[src/rtl/riscv_pkg.sv]
// Shared RV32I constants and helpers for the pipeline.
// Provides opcodes, the NOP encoding and the B-type immediate decoder.
package riscv_pkg;

    localparam logic [6:0]  OPC_BRANCH = 7'b1100011;
    localparam logic [6:0]  OPC_JAL    = 7'b1101111;
    localparam logic [31:0] NOP_INSTR  = 32'h0000_0013;

    function automatic logic [31:0] b_imm(input logic [31:0] instr);
        b_imm = {{20{instr[31]}}, instr[7], instr[30:25],
                 instr[11:8], 1'b0};
    endfunction

endpackage

[src/rtl/if_static_predictor.sv]
// Static backward-taken predictor for conditional branches.
// Pre-decodes the fetched word and yields a predicted target.
module if_static_predictor
    import riscv_pkg::*;
(
    input  logic [31:0] instr,
    input  logic [31:0] pc,
    output logic        pred_taken,
    output logic [31:0] pred_target
);

    logic unused_instr_bits;

    assign unused_instr_bits = ^instr[24:12];

    // backward branch when sign bit of the offset is set
    always_comb begin
        pred_taken  = (instr[6:0] == OPC_BRANCH) && instr[31];
        pred_target = pc + b_imm(instr);
    end

endmodule

[src/rtl/if_stage.sv]
// Instruction-fetch stage: PC register and IF/ID pipeline register.
// Optional static branch prediction enabled by IF_STATIC_PREDICT_EN.
module if_stage #(
    parameter logic [31:0] RESET_PC  = 32'h0000_0000,
    parameter logic [31:0] NOP_INSTR = 32'h0000_0013
) (
    input  logic        clk,
    input  logic        rst_n,
    input  logic        stall,
    input  logic        flush,
    input  logic        redirect_valid,
    input  logic [31:0] redirect_pc,
    output logic [31:0] imem_addr,
    input  logic [31:0] imem_rdata,
    output logic        if_id_valid,
    output logic [31:0] if_id_pc,
    output logic [31:0] if_id_pc_plus4,
    output logic [31:0] if_id_instr,
    output logic        if_id_pred_taken
);

    logic [31:0] pc;
    logic [31:0] pc_plus4;
    logic [31:0] pc_next;
    logic        pred_taken;
    logic [31:0] pred_target;
    logic        unused_redirect_lsb;

    assign pc_plus4            = pc + 32'd4;
    assign imem_addr           = pc;
    assign unused_redirect_lsb = ^redirect_pc[1:0];

`ifdef IF_STATIC_PREDICT_EN
    if_static_predictor u_pred (
        .instr       (imem_rdata),
        .pc          (pc),
        .pred_taken  (pred_taken),
        .pred_target (pred_target)
    );
`else
    assign pred_taken  = 1'b0;
    assign pred_target = pc_plus4;
`endif

    // next-pc select: redirect beats stall beats prediction
    always_comb begin
        pc_next = pc_plus4;
        if (redirect_valid)
            pc_next = {redirect_pc[31:2], 2'b00};
        else if (stall)
            pc_next = pc;
        else if (pred_taken)
            pc_next = pred_target;
    end

    // pc register
    always_ff @(posedge clk or negedge rst_n) begin
        if (!rst_n)
            pc <= RESET_PC;
        else
            pc <= pc_next;
    end

    // IF/ID register: bubble on redirect/flush, hold on stall
    always_ff @(posedge clk or negedge rst_n) begin
        if (!rst_n) begin
            if_id_valid      <= 1'b0;
            if_id_pc         <= 32'd0;
            if_id_pc_plus4   <= 32'd0;
            if_id_instr      <= NOP_INSTR;
            if_id_pred_taken <= 1'b0;
        end else if (redirect_valid || flush) begin
            if_id_valid      <= 1'b0;
            if_id_instr      <= NOP_INSTR;
            if_id_pred_taken <= 1'b0;
        end else if (!stall) begin
            if_id_valid      <= 1'b1;
            if_id_pc         <= pc;
            if_id_pc_plus4   <= pc_plus4;
            if_id_instr      <= imem_rdata;
            if_id_pred_taken <= pred_taken;
        end
    end

endmodule

[config.mk]
export PLATFORM = sky130hd
export DESIGN_NAME = if_stage
export DESIGN_NICKNAME = d
export VERILOG_FILES = /design/src/rtl/riscv_pkg.sv /design/src/rtl/if_static_predictor.sv /design/src/rtl/if_stage.sv
export SDC_FILE = /design/constraint.sdc
export NUM_CORES = 1
export LEC_CHECK = 0
export ABC_AREA = 1
export CELL_PAD_IN_SITES_DETAIL_PLACEMENT = 1
export CELL_PAD_IN_SITES_GLOBAL_PLACEMENT = 1
export CORE_ASPECT_RATIO = 1.25
export CORE_UTILIZATION = 36
export CTS_CLUSTER_SIZE = 24
export DETAILED_ROUTE_END_ITERATION = 6
export PLACE_DENSITY_LB_ADDON = 0.1
export SLEW_MARGIN = 5
export SYNTH_ARGS = -nofsm -noshare
export SYNTH_HDL_FRONTEND = slang
export SYNTH_HIERARCHICAL = 1
export SYNTH_SLANG_ARGS = --single-unit
export TNS_END_PERCENT = 30
[constraint.sdc]
create_clock -name clk -period 4.4 [get_ports clk]
set_input_delay 1.32 -clock clk [delete_from_list [all_inputs] [get_ports clk]]
set_output_delay 1.32 -clock clk [all_outputs]
set_load 0.01 [all_outputs]
Yosys cells after proc, flatten, opt, wreduce, memory -nomap -nowiden
Index checks and enable logic that the tools add are counted.

Logic and storage cells: 21. Input bits: 69. Register bits: 130.

Muxes and demuxes: 8. Reductions and logical operators: 2. Bitwise gates (word level): 2. Eq/ne operators: 2. $add $sub $neg: 1.

Operators by type and width (number): $mux 32 (4); $add 32x3->32 const B (1); $mux 1 (4); $ne 2x1->1 const B (2); $not 1->1 (2); $reduce_and 2->1 (1); $logic_or 1x1->1 (1).

Longest topological paths before layout
Depth in word-level cells: 3. Mapped depth: 10. Gate-level depth less buffers: 10.

Least setup slack after synthesis
OpenSTA, ideal clock, no wires.

Path type: input -> register. Start point: input port redirect_valid. End point: register if_id_pc_plus4[2]. Stages: 9. Arrival time: 2162 ps. Buffers on the path: 3. Setup slack: 2108 ps. Cells stage by stage: buf_2 > nor2_2 > inv_2 > nor2_4 > inv_2 > buf_2 > buf_2 > nand2_1 > o21ai_1.

Word-level cells in the longest chain between the ends: 3.

Ends and longest elaborated chain: from (decl) (RTL line if_stage.sv:11) `input logic redirect_valid,`; $logic_or 1x1->1 (RTL line if_stage.sv:72) `end else if (redirect_valid || flush) begin`; $not 1->1 (no line); $reduce_and 2->1 (no line); to (signal assigned) (RTL line if_stage.sv:79) `if_id_pc_plus4 <= pc_plus4;`; to (decl) (RTL line if_stage.sv:17) `output logic [31:0] if_id_pc_plus4,`.

Every way passes these cells. A chain may end at the register's enable or synchronous reset.

Worst setup path in the final report
Start point: input port redirect_valid. End point: register if_id_instr[27].

Word-level cells in the longest chain between the ends: 2. Elaborated cells on any way between the ends: 3. Those cells by class: eq/ne (1); mux (1); reduce/logical (1).

Ends and longest elaborated chain: $logic_or 1x1->1 (*) (RTL line if_stage.sv:72); $ne 2x1->1 (no line) / $mux 32 (equally long branches); to (signal assigned) (RTL line if_stage.sv:80) `if_id_instr <= imem_rdata;`; to (decl) (RTL line if_stage.sv:18) `output logic [31:0] if_id_instr,`.

Every way passes the cells marked *; elsewhere a longest branch is shown, timed or not.

==> results.md <==
- Tot GR Track Use: 24.1%
- Grt ovf: 0
- CTS tree: done
- Post-route DRC violation count: 0
- Critical Path Source Type: input pin
- Final Slew Violations: 0
- Min Hold Slack: 0.473 ns
- Die height: 143 um
- Worst reg2reg startpoint: imem_addr[2]
- Final Hold Viols: 0
- Io pins: 199
- Clock Skews: 0.00486 ns
- Clock sink count: 123
- Req. time, crit path: 4.75 ns
- Lkg Pwr: 3.95 nW
- Skew-Pair Late Insertion Delay: 0.42 ns
- Avg WL per Cell: 17.1 um
- Largest net degree at the start of global routing: 72
- Vias per inst: 4.80
- Sequential share of power: 39.5%
- Area added between synthesis and finish: 46.7%
- Antenna violations before repair: 0
- Post-synthesis area per instance: 8.66 um^2
- Post-DP HPWL: 13200 um
- Initial Util: 36.9%
- Inserted Clock Buffers: 17
- Antenna Nets Post-Route: 0
- First-pass GRT wire length: 29800 um
- Hold path startpoint: if_id_pc[6]
- Root Buffer: clkbuf_16
- Fin crit share: 70.3%
- Synth unique cells: 29
- HP Class: reg -> reg
- DR pass1 iterations: 4
- VDD IR-drop max: 0.219 mV
- Ant. Diodes: 0
- Post-CTS setup buffers: 0
- Total power: 3.52 mW
- Final TNS setup: 0 ns
- Final Wtd Congestion: 0.810
- Net Switching: 0.974 mW
- Fin nets: 920
- CTS Hold Bufs: 0
- PortBufs: 189
- Fmax: 0.324 GHz
- Crit. Startpoint: redirect_valid
- Crit Path Max Fanout: 20
- Critical path arrival: 3.44 ns
- Combinational power share: 20.8%
- Final setup violation count: 0
- Clk pwr share: 39.7%
- Most common cell after layout, fill and taps aside: nand2_1
- Async SR Flop Fraction: 100%
- Row cnt: 51
- Worst-path clk slew: 0.06 ns
- Seq cells post-synth: 123
- Vias in the first global route: 5752
- Sequential area share after synthesis: 53.6%
- Layout cell share with drive strength beyond 1: 9.50%
- Power Dens Cells: 417 mW/mm^2
- RSZ-0062 raised after global routing: no
- Post-synth EDFFs: 0
- Final min period: 3.09 ns
- Crit Path Category: in -> reg
- YS warnings: 6
- Core box area: 0.0156 mm^2
- DIE WIDTH: 115 um
- Syn Inst Count: 663
- Post-CTS sizing: 0
- Status: completed
- Most used DFF post-synth: dfrtp_1
- Most frequent cells in the layout: 243 x nand2_1, 188 x clkdlybuf4s50_1, 120 x dfrtp_1
- Mapped cell area: 0.00574 mm^2
- Sw Share: 27.7%
- Slew headroom: 48.7%
- Iter 0 DRT Violations: 138
- Die area: 0.0165 mm^2
- Internal: 2.54 mW
- Routed WL: 18400 um
- Via count: 5163
- Largest buffer count on any clock path: 2
- H-tree depth: 4
- Critical Path End Type: flip-flop
- Actual slew at the worst max-slew pin: 0.767 ns
- Max-cap viol count: 0
==> logic make-up after synthesis <==
kind of cell               after synthesis  synth area share [%]
buffers and inverters                   97                  7.28
xor gates and xnor gates                15                  2.94
adders and majority gates                1                 0.218
and+or+nand+nor                        321                  24.1
other                                    1                0.0653
DFF                                    123                  53.6
AOI/OAI and AO/OA                      105                  11.7
==> routing by layer <==
layer	vias up	share of wire, %	GRT usage, %
met3	21	6.1	7.81
met4	0	1.6	8.07
met5	-	0	0
met2	137	55	44.4
li1	2449	-	-
met1	2556	38	25.6
==> path summary, 6_finish.rpt <==
path | end | slack (ns) | cells past startpoint
max | if_id_instr[27] | 1.31 | 6
min | if_id_pc[6] | 0.47 | 2
max reg2reg | if_id_pc_plus4[22] | 2.66 | 10
min reg2reg | if_id_pc[6] | 0.47 | 2
max in group asynchronous | if_id_instr[0] | 2.59 | 2
min in group asynchronous | imem_addr[18] | 0.95 | 1
==> cells in the mapped netlist (2+ instances only) <==
cell type  count  area [um^2]
clkinv_1       2         7.51
a22o_1        29          254
xor2_2         5         81.3
nor2_4         9          101
o211ai_1       4         30.0
dfrtp_1      120         3000
nor2_2         5         31.3
inv_2          7         26.3
buf_2         22          110
xor2_1         8         70.1
clkbuf_1       5         18.8
o21ai_0       19         95.1
nand2_2        7         43.8
nor2_1        31          116
o221ai_1       2         17.5
inv_1         54          203
nand3_1       19         95.1
o21bai_1       4         30.0
buf_4          7         52.6
o21ai_1       44          220
xnor2_1        2         17.5
nand2_4        3         33.8
o22a_1         3         26.3
nor2_8         2         40.0
dfstp_2        3         78.8
nand2_1      243          912
and2_1         2         12.5
==> area by class of cell <==
type | count | area, um^2
Tap cell | 212 | 265
Inverter | 63 | 236
Fill cell | 1862 | 7140
Timing Repair Buffer | 196 | 1980
Sequential cell | 123 | 3080
Multi-Input combinational cell | 449 | 2270
Clock inverter | 11 | 116
Clock buffer | 21 | 480
==> sequential cells by signal, indices dropped and copies added (netlist names) <==
name,cells
if_id_instr,32
if_id_pc,30
if_id_pc_plus4,30
imem_addr,30
if_id_valid,1
==> power by group through the flow <==
stage          combinational (mW)  clock, mW  sequential [mW]
6_report                    0.732       1.40             1.39
5_1_grt                     0.805       1.48             1.41
4_1_cts                     0.745       1.43             1.39
3_5_place_dp                0.737          0             1.41
3_3_place_gp                0.718          0             1.40
2_1_floorplan               0.229          0             1.45
==> per-stage QoR <==
stage	utilization [%]	cell area [um^2]	cells	setup slack (ns)
after floorplan	-	5770	669	2.11
after global placement	50.3	7830	1043	0.878
after detailed placement	50.3	7830	1043	0.819
after CTS	54.1	8430	1075	1.22
after global routing	54.1	8430	1075	1.16
final	54.1	8430	1075	1.31
==> worst max-delay path: stages <==
cell and delay, ns:
clkdlybuf4s50_1 0.81, nor2_2 0.27, inv_2 0.09, nor2_2 0.40, buf_4 0.34, a22o_1 0.19
(Power assumes the default switching activity.)
==> edit (config.mk and constraints unchanged) <==
Reset style: synchronous (`rst_n`), changed in 2 clocked blocks.
--- a/src/rtl/if_stage.sv
+++ b/src/rtl/if_stage.sv
@@ -54,7 +54,7 @@
     end
 
     // pc register
-    always_ff @(posedge clk or negedge rst_n) begin
+    always_ff @(posedge clk) begin
         if (!rst_n)
             pc <= RESET_PC;
         else
@@ -62,7 +62,7 @@
     end
 
     // IF/ID register: bubble on redirect/flush, hold on stall
-    always_ff @(posedge clk or negedge rst_n) begin
+    always_ff @(posedge clk) begin
         if (!rst_n) begin
             if_id_valid      <= 1'b0;
             if_id_pc         <= 32'd0;
Behaviour: differs if rst_n is asserted again (counterexample within 4 cycles, from zero or initial values and one cycle with rst_n low); with rst_n held inactive, the same outputs for 4 cycles.
==> edit against the original RTL <==
The run now ends with design-rule violations left; synthesized area down 5.3%; final area decreased by 5.1%; routed wire length increased by 0.90%; global-route usage rose by 0.70 points; setup slack worse by 0.45 ns; sequential cell count is the same; synthesized cell count is 19% higher; critical path type unchanged; critical endpoint is now imem_addr[23]; highest routed layer unchanged.
Power is not compared: it rests on default switching activity, and its combinational part moved more than twofold at a synthesized area within 25%.
==> edit: results (changes against the original RTL) <==
Post-DP Area: 7400 um^2 (-5.5%)
ratio of cells with drive above 1 in the final layout: 6.05% (-3.5 points)
Nets: 1,032 (+12%)
met2 Resource Use GR: 43.6% (-0.71 points)
Filler cells: 1,831 (-1.7%)
Worst path slowest cell: nor2_1
status: finished with violations
asr flop ratio synth: 0% (-100 points)
violations in the final reports: design-rule violations
top post-synthesis cells by area: dfxtp_1, nand2_1, o21ai_0, nor2_1, a21oi_1
drt pass-1 iters: 7 (+3)
Ant. Diodes: 0 (unchanged)
Yosys cell types: 26 (-10%)
register area share after synthesis: 45.3% (-8.4 points)
first-pass GRT wire length: 30.7 mm (+3.0%)
flop2flop setup slack: 2.56 ns (-0.10 ns)
CP Max Fanout: 34 (+70%)
max incr delay on CP: 0.68 ns (-0.13 ns)
Total GRT Usage: 24.8% (+0.70 points)
critical path arrival: 3.89 ns (+0.45 ns)
max reg flops: 32 (unchanged)
Max Clock Skew: 0.00552 ns (+0.000663 ns)
Post-Place Worst Slack: 0.426 ns (-0.393 ns)
Placed Instances: 1,121 (+7.5%)
routed wire length: 18.5 mm (+0.90%)
Worst Tran Pin Value: 0.930 ns (+0.162 ns)
routability cong.: 0.822 (+1.6%)
Wirelength per Cell: 16.1 um (-5.9%)
detailed placement HPWL: 13.3 mm (+1.4%)
commonest cells in the synthesized netlist: nand2_1, dfxtp_1, nor2_1
vias in the first global route: 6,106 (+6.2%)
iteration-0 DRC count of the detailed router: 205 (+49%)
syn_area_per_cell: 6.90 um^2 (-20%)
met1 Track Usage GR: 27.6% (+2.0 points)
Via density: 4.94 (+2.9%)
# DRC: 9 (+9)
setup ws final: 0.858 ns (-0.451 ns)
Max H-tree Level: 4 (unchanged)
Hold/Removal Path Class: register to register
Final Cell Area: 8000 um^2 (-5.1%)
M3 GR Usage: 8.84% (+1.0 points)
WHS: 0.460 ns (-0.0126 ns)
largest net degree at the start of global routing: 54 (-25%)
edit: cell types whose count changed after synthesis, moves of 32 or more:
cell / unedited run / this run
dfrtp_1: 120 / 0
o21ai_1: 44 / 2
nand2_1: 243 / 211
nor2_1: 31 / 98
o21ai_0: 19 / 75
a21oi_1: 0 / 73
dfxtp_1: 0 / 123
edit: cell type report:
cell class                      count  share of cell area [%]
Multi-Input combinational cell    539                    30.7
Clock inverter                     13                    1.78
Sequential cell                   123                    30.8
Timing Repair Buffer              197                    24.4
Clock buffer                       19                    5.66
Inverter                           84                    3.94
Tap cell                          178                    2.78
edit: logic make-up after synthesis:
family,count (synthesis),synth area share [%]
AND/OR/NAND/NOR,352,26.3
AO/OA/AOI/OAI,164,15.6
buffers and inverters,132,10.0
flip-flops,123,45.3
XOR/XNOR,15,2.42
adder cells (fa/ha/maj),1,0.230
other,1,0.0690
edit: worst max-delay path, delay by kind of cell:
| kind | cells | cell delay (ns) |
|---|---|---|
| compound gates | 2 | 0.49 |
| buf+inv | 4 | 1.39 |
| simple gates | 1 | 0.68 |
edit: where the power goes:
part / switching, uW / internal (uW) / total [uW]
Clock: 542 / 865 / 1410
Sequential: 43.9 / 1160 / 1210
Combinational: 180 / 181 / 360
Total: 765 / 2210 / 2970
edit: final timing paths:
path	from	end	depth (start not counted)
max	stall	imem_addr[23]	7
min reg2reg	if_id_instr[31]	if_id_instr[31]	2
max reg2reg	imem_addr[2]	if_id_pc_plus4[24]	10
min	if_id_instr[31]	if_id_instr[31]	2
edit: routing by layer:
layer	wire (um)	share of wire (%)
met5	0	0
met4	280	1.5
met3	1440	7.8
met2	9290	50
met1	7510	41
